**src/rtl/vx_cache_maint_unit.sv**
```systemverilog
// Per-bank cache maintenance sequencer: tag-init sweep after reset,
// then ranged INV/CLEAN/CLEAN_INV walks gated by MSHR and bank drain.
module vx_cache_maint_unit #(
  parameter int BANK_ID       = 0,
  parameter int LINE_SEL_BITS = 4,
  parameter int NUM_WAYS      = 1,
  parameter int WRITEBACK     = 0,
  parameter int INIT_ON_RESET = 1,
  localparam int WAY_SEL_BITS =
    (NUM_WAYS > 1) ? $clog2(NUM_WAYS) : 1
) (
  input  logic                     clk,
  input  logic                     reset_n,
  input  logic                     req_valid,
  output logic                     req_ready,
  input  logic [1:0]               req_op,
  input  logic [LINE_SEL_BITS-1:0] req_start_line,
  input  logic [LINE_SEL_BITS:0]   req_num_lines,
  input  logic                     mshr_empty,
  input  logic                     bank_empty,
  output logic                     mnt_init,
  output logic                     mnt_valid,
  output logic [1:0]               mnt_op,
  output logic [LINE_SEL_BITS-1:0] mnt_line,
  output logic [WAY_SEL_BITS-1:0]  mnt_way,
  input  logic                     mnt_ready,
  output logic                     busy,
  output logic                     done
);

  localparam int LW = LINE_SEL_BITS + 1;
  localparam int NL = 1 << LINE_SEL_BITS;
  localparam logic [LW-1:0] L_FULL = LW'(NL);
  localparam logic [LW-1:0] L_TOP  = LW'(NL - 1);
  localparam logic [LW-1:0] L_ONE  = LW'(1);
  localparam logic [WAY_SEL_BITS-1:0] W_TOP =
    WAY_SEL_BITS'(NUM_WAYS - 1);

  typedef enum logic [2:0] {
    S_INIT,
    S_IDLE,
    S_WAIT_MSHR,
    S_SWEEP,
    S_WAIT_BANK,
    S_DONE
  } state_t;

  state_t                   r_state;
  logic [LW-1:0]            r_line_ctr;
  logic [WAY_SEL_BITS-1:0]  r_way_ctr;
  logic [1:0]               r_op;
  logic [LINE_SEL_BITS-1:0] r_start;
  logic [LW-1:0]            r_len;
  logic                     r_iter;

  logic [1:0]    w_eff_op;
  logic [LW-1:0] w_len;
  logic          w_iter;
  logic          w_last_line;
  logic          w_last_way;

  // Clean ops only mean something when the bank can hold dirty data.
  always_comb begin
    w_eff_op = 2'd0;
    if ((WRITEBACK != 0) &&
        ((req_op == 2'd1) || (req_op == 2'd2)))
      w_eff_op = req_op;
    w_len = req_num_lines;
    if ((req_num_lines == '0) ||
        (req_num_lines >= L_FULL))
      w_len = L_FULL;
    w_iter = (w_eff_op != 2'd0) &&
             (WRITEBACK != 0) && (NUM_WAYS > 1);
  end

  assign w_last_line = (r_line_ctr == (r_len - L_ONE));
  assign w_last_way  = !r_iter || (r_way_ctr == W_TOP);

  always_ff @(posedge clk or negedge reset_n) begin
    if (!reset_n) begin
      r_state    <= (INIT_ON_RESET != 0) ? S_INIT : S_IDLE;
      r_line_ctr <= '0;
      r_way_ctr  <= '0;
      r_op       <= '0;
      r_start    <= '0;
      r_len      <= '0;
      r_iter     <= 1'b0;
    end else begin
      unique case (r_state)
        S_INIT: begin
          r_line_ctr <= r_line_ctr + L_ONE;
          if (r_line_ctr == L_TOP)
            r_state <= S_IDLE;
        end
        S_IDLE: begin
          r_line_ctr <= '0;
          r_way_ctr  <= '0;
          if (req_valid) begin
            r_op    <= w_eff_op;
            r_start <= req_start_line;
            r_len   <= w_len;
            r_iter  <= w_iter;
            r_state <= S_WAIT_MSHR;
          end
        end
        S_WAIT_MSHR: begin
          if (mshr_empty)
            r_state <= S_SWEEP;
        end
        S_SWEEP: begin
          if (mnt_ready) begin
            if (w_last_line) begin
              r_line_ctr <= '0;
              if (w_last_way)
                r_state <= (BANK_ID == 0) ?
                           S_DONE : S_WAIT_BANK;
              else
                r_way_ctr <= r_way_ctr + 1'b1;
            end else begin
              r_line_ctr <= r_line_ctr + L_ONE;
            end
          end
        end
        S_WAIT_BANK: begin
          if (bank_empty)
            r_state <= S_DONE;
        end
        S_DONE: r_state <= S_IDLE;
        default: r_state <= S_IDLE;
      endcase
    end
  end

  // Outputs decode straight from state registers: no input-to-output paths.
  always_comb begin
    mnt_line = '0;
    mnt_way  = '0;
    mnt_op   = 2'd0;
    unique case (1'b1)
      (r_state == S_INIT): begin
        mnt_line = r_line_ctr[LINE_SEL_BITS-1:0];
      end
      (r_state == S_SWEEP): begin
        mnt_line = r_start +
                   r_line_ctr[LINE_SEL_BITS-1:0];
        mnt_way  = r_way_ctr;
        mnt_op   = r_op;
      end
      default: begin
      end
    endcase
  end

  assign mnt_init  = (r_state == S_INIT);
  assign mnt_valid = (r_state == S_SWEEP);
  assign req_ready = (r_state == S_IDLE);
  assign busy      = (r_state != S_IDLE);
  assign done      = (r_state == S_DONE);

endmodule

```
**config.mk**
```make
export PLATFORM = sky130hd
export DESIGN_NAME = vx_cache_maint_unit
export DESIGN_NICKNAME = d
export VERILOG_FILES = /design/src/rtl/vx_cache_maint_unit.sv
export SDC_FILE = /design/constraint.sdc
export NUM_CORES = 1
export LEC_CHECK = 0
export BUFFER_PORTS_ARGS = -buffer_cell sky130_fd_sc_hd__buf_2
export CORE_MARGIN = 5
export CORE_UTILIZATION = 45
export DETAILED_ROUTE_END_ITERATION = 10
export MAX_ROUTING_LAYER = met4
export PLACE_DENSITY = 0.71
export SLEW_MARGIN = 40
export SYNTH_ARGS = -nofsm -noshare
export SYNTH_HDL_FRONTEND = slang
export SYNTH_SLANG_ARGS = --single-unit
```
**constraint.sdc**
```tcl
create_clock -name clk -period 1.9 [get_ports clk]
set_input_delay 0.475 -clock clk [delete_from_list [all_inputs] [get_ports clk]]
set_output_delay 0.475 -clock clk [all_outputs]
set_load 0.005 [all_outputs]
```
==> results.cfg, run 1 <==
[critical_path]
start_kind = flop
cp_num_buf_inv = 1
critical_path_peak_fanout = 2
crit_family = compound AO/OA/AOI/OAI gates
crit_required_ns = 1.42
cp_data_arrival_time_ns = 1.90
cp_slowest_cell = dfrtp_2
worstPathCellList = ha_4 > a21o_1 > a21oi_2 > mux2_4 > o311ai_4 > buf_2
crit_type = reg -> out
cp-end-kind = primary output
max_stage_delay_ns = 0.44

[floorplan]
rows = 19
pin_count = 29
dieArea_um2 = 3860
fp.dieH_um = 62.1
core_area_um2 = 2690
initial_utilization_pct = 45.5
dieWidth_um = 62.1

[finish]
layout-drive-gt1-share_pct = 45.6
fillerInstances = 241
register_area_um2 = 427
finish.net_count = 194
area_growth_pct = 33.8
final_cells = 200
final_util_pct = 60.9
diodes = 0
multi_input_area_um2 = 845

[logic_synthesis]
synth_xor_area_share_pct = 5.63
yosysTopAreaCellShare_pct = 34.8
netlist_area_um2 = 1220
synth_edf_count = 0
synth_area_per_cell_um2 = 9.40
ys_ff_latch = 17
ys_warn_count = 0
synth_top_flop_cell = dfrtp_1
synth_cell_type_count = 45
synthAdderAreaFrac_pct = 7.78
synth_commonest_cells = 17 x dfrtp_1, 11 x nand2_1, 7 x o21ai_0
synth_cells = 130
ys_async_sr_fraction_pct = 100
synth_compound_area_share_pct = 18.0
synth_mux_area_share_pct = 5.53
synth-simple-area-share_pct = 22.0
yosysMostFrequentCell = dfrtp_1
seq_area_frac_synth_pct = 34.8
synth_top_area_cell = dfrtp_1
synthTopCellsByArea = dfrtp_1 35%, ha_1 6.1%, mux2_2 5.5%, nand2_1 3.4%, o21ai_0 2.9%
synth_top_family_by_area = simple AND/OR/NAND/NOR gates

[placed_design]
io_buffers = 23
routabilityCongestion = 0.894
dpl.hpwl_mm = 2.09
dp_cells = 188

[route]
num_vias = 1086
wl_per_cell_um = 14.7
route.detailed.drc = 0
drt-total-wl_mm = 2.94
antenna_left = 0
drtIter0Drc = 17
firstDrtPassIters = 4
routed_via_density = 5.43

[grt]
grt_pass1_vias = 1108
grt_usage_pct = 15.5
grt_pass1_wl_mm = 4.82
grt_max_degree = 18
antenna_found_initial = 0
overflow = 0

[job]
maxCapViolations = 0

[outcome]
violations = negative setup slack
status = finished, violations left

[timing]
fmax_mhz = 420
final-hold-violation-count = 0
finalSetupViolCount = 4
rsz0062_at_grt = yes
finClkSkew_ns = 0.00136
setup_slack_ns = -0.479
worst_hold_slack_ns = 0.0811
finalSetupTns_ns = -0.953
fin_crit_sh_pct = 125
period_minus_slack_ns = 2.38
drv_slew = 0

[pwr]
p_leak_nw = 0.761
total_power_mw = 2.81
power.density_cell_area_nw_per_um2 = 1720
ir_worst_vdd_mv = 1.08

[clock_network]
clk_path_buf_depth = 2
cts_buffers = 3
cts_tree = yes
path_clk_slew_ns = 0.10
holdBufCountCts = 0
htreeDepth = 1
cts_root_buffer = clkbuf_4
clock-sinks = 17
clk_latency_ns = 0.30

[worst_hold_path]
worstHoldPathType = in -> async
-- layout by cell type (no fill, tap or decap), types with 2 or more instances in the layout --
cell,n
buf_2,23
buf_4,17
dfrtp_1,16
nand2_1,11
o21ai_0,6
mux2_2,5
nor4_1,5
a21oi_1,5
inv_1,4
nand2b_1,4
and3_1,3
xor2_1,3
nand3_1,3
o21ai_1,3
nor2_1,3
ha_1,3
conb_1,3
clkbuf_4,3
buf_6,3
and3b_2,2
a22o_1,2
inv_2,2
xnor2_2,2
nor2b_1,2
o211ai_1,2
xnor2_1,2
or2_2,2
o41ai_2,2
ha_4,2
-- cell families after synthesis --
group,after synthesis
compound gates,31
xor+xnor,7
fa+ha+maj,7
buf+inv,16
flops,17
mux,6
other cells,1
simple gates,45
-- sequential cells by signal, summed over array words and instances, names as in the netlist --
| signal | cells |
|---|---|
| r_line_ctr | 5 |
| r_state | 3 |
| r_start | 4 |
| r_len | 5 |
-- timing repair --
action / in CTS / in global routing
pin swaps: 2 / 14
gates resized for setup: 4 / 18
endpoints found under the setup margin: 6 / 12
gates cloned: 0 / 0
buffers inserted: 4 / 4
-- where the power goes --
part | total (mW) | switching [mW] | leakage (nW) | internal (mW)
Sequential | 0.636 | 0.129 | 0.206 | 0.507
Combinational | 1.98 | 0.909 | 0.540 | 1.07
Clock | 0.199 | 0.117 | 0.0150 | 0.0819
Total | 2.81 | 1.16 | 0.761 | 1.66
-- layer usage --
metal | up-vias | part of all wire (%) | GRT usage, %
li1 | 540 | - | -
met1 | 514 | 39 | 16.4
met2 | 27 | 54 | 28.4
met3 | 5 | 5.4 | 2.70
met4 | 0 | 1.6 | 5.69
met5 | - | 0 | -
-- through the flow --
step	setup WS [ns]	cell area (um^2)
4_1_cts	-0.487	1510
3_3_place_gp	-0.104	1440
2_1_floorplan	0.000202	1250
6_report	-0.479	1640
3_5_place_dp	-0.150	1440
5_1_grt	-0.538	1640
-- area by class of cell --
class / count / area share [%]
clock buffer: 4 / 1.61
sequential: 17 / 26.1
inverter: 6 / 1.38
timing repair buffer: 43 / 16.9
multi-input combinational: 99 / 51.6
tap: 31 / 2.37
-- path summary, 6_finish.rpt --
check / from / endpoint / slack [ns] / cells after the start
worst max-delay path: r_line_ctr[1] / mnt_line[3] / -0.48 / 6
worst min-delay path: reset_n / r_line_ctr[4] / 0.08 / 1
worst max register to register: r_len[1] / r_state[2] / 0 / 7
worst min register to register: r_len[3] / r_len[3] / 0.54 / 2
max in group asynchronous: reset_n / r_line_ctr[1] / 1.53 / 1
min in group clk: req_start_line[0] / r_start[0] / 0.40 / 2
No activity file was read; power rests on OpenSTA's default activity.
==> run 2, diff against run 1 <==
CORE_MARGIN = 2   (was 5)
==> results.cfg, run 2 (synthesis gave the netlist of run 1 again) <==
[floorplan]
dieArea_um2 = 3150
fp.dieH_um = 56.1
pin_count = 29
rows = 18
core_area_um2 = 2520
dieWidth_um = 56.1
initial_utilization_pct = 48.5

[finish]
multi_input_area_um2 = 811
largest_registers = r_len (5), r_line_ctr (5), r_start (4)
layout-drive-gt1-share_pct = 42.8
diodes = 0
register_area_um2 = 427
final_cell_mix = 23 x buf_2, 16 x dfrtp_1, 13 x buf_4, 11 x nand2_1
fillerInstances = 225
stdcell_area_um2 = 1580
finish.net_count = 191
mostFrequentLayoutCell = buf_2
area_growth_pct = 29.5

[job]
maxCapViolations = 0

[grt]
grt_max_degree = 18
grt_pass1_vias = 1090
grt_usage_pct = 19.1
antenna_found_initial = 0
overflow = 0
grt_pass1_wl_mm = 4.72

[outcome]
violations = negative setup slack
status = finished, violations left

[placed_design]
dpl.hpwl_mm = 1.98
routabilityCongestion = 0.812
io_buffers = 23
placed_area_um2 = 1430

[route]
num_vias = 1098
antenna_left = 0
wl_per_cell_um = 13.9
routed_via_density = 5.60
route.detailed.drc = 0
drt-total-wl_mm = 2.72
firstDrtPassIters = 4
drtIter0Drc = 40

[timing]
worst_hold_slack_ns = 0.0775
finalSetupViolCount = 3
slew_headroom_pct = 64.9
final-hold-violation-count = 0
drv_slew = 0
fmax_mhz = 424
finClkSkew_ns = 0.00222
setup_slack_ns = -0.459
worstMarginPinSlew_ns = 0.525
rsz0062_at_grt = yes
period_minus_slack_ns = 2.36
fin_crit_sh_pct = 124

[clock_network]
clock-sinks = 17
clk_latency_ns = 0.30
htreeDepth = 1
cts_tree = yes
path_clk_slew_ns = 0.10
cts_root_buffer = clkbuf_4
cts_buffers = 3
clk_path_buf_depth = 2
holdBufCountCts = 0

[worst_hold_path]
worstHoldPathType = in -> async

[critical_path]
worst-r2r-setup-slack_ns = 0.09
max_stage_delay_ns = 0.45
cp-end-kind = primary output
cp_slowest_cell = dfrtp_2
worstPathCellList = ha_4 > a21o_1 > a21oi_2 > mux2_4 > o311ai_2 > buf_2
crit_type = reg -> out
start_kind = flop
cp_data_arrival_time_ns = 1.88
critical_path_peak_fanout = 2
crit_required_ns = 1.42

[pwr]
ir_worst_vdd_mv = 1.00
p_leak_nw = 0.729
power.density_cell_area_nw_per_um2 = 1670
[run 2: what timing repair did]
action                     CTS  global route
pin swaps                    5             6
setup buffers                5             1
resized for setup            9            10
setup endpoints to repair    6             9
[run 2: path summary, 6_finish.rpt]
| path | from | endpoint | cells past startpoint |
|---|---|---|---|
| hold reg to reg | r_start[2] | r_start[2] | 1 |
| min in group clk | req_start_line[0] | r_start[0] | 2 |
| hold / removal | reset_n | r_len[4] | 1 |
| setup reg to reg | r_line_ctr[1] | r_line_ctr[4] | 8 |
| setup / recovery | r_line_ctr[1] | mnt_line[3] | 6 |
| max in group asynchronous | reset_n | r_line_ctr[1] | 1 |
[run 2: metal layers]
metal	vias to the layer above	GRT usage, %	routed length (um)
met3	6	4.19	163
li1	543	-	-
met5	-	-	0
met2	43	30.9	1320
met4	0	6.46	44
met1	506	23.6	1200
[run 2: area by class of cell]
type                       instances  area share (%)
clock buffer                       3            1.42
clock inverter                     1           0.316
inverter                           6            1.42
multi-input combinational         99            51.2
sequential                        17            27.0
tap                               30            2.37
timing repair buffer              40            16.3
[run 2: where the power goes]
| group | switching [mW] | leakage [nW] | internal [mW] |
|---|---|---|---|
| logic | 0.832 | 0.505 | 0.972 |
| clock network | 0.124 | 0.0177 | 0.0785 |
| registers | 0.126 | 0.206 | 0.507 |
| total | 1.08 | 0.729 | 1.56 |
[run 2: per-stage QoR]
stage | instances | worst slack [ns] | total power [mW] | TNS, ns | utilization [%]
finish | 196 | -0.459 | 2.64 | -0.855 | 62.7
global route | 196 | -0.525 | 2.88 | -1.12 | 62.7
CTS | 195 | -0.486 | 2.54 | -0.897 | 60.8
detailed placement | 186 | -0.185 | 2.18 | -0.203 | 56.7
global placement | 186 | -0.135 | 2.12 | -0.135 | 56.7
floorplan | 132 | 0.000202 | 1.70 | 0 | -
[run 2: worst max-delay path, delay by kind of cell, from the launching register on]
kind | cells | cell delay, ns
flip-flops | 1 | 0.45
AO/OA/AOI/OAI | 3 | 0.42
multiplexers | 1 | 0.32
adder cells (fa/ha/maj) | 1 | 0.24
buffers and inverters | 1 | 0.15
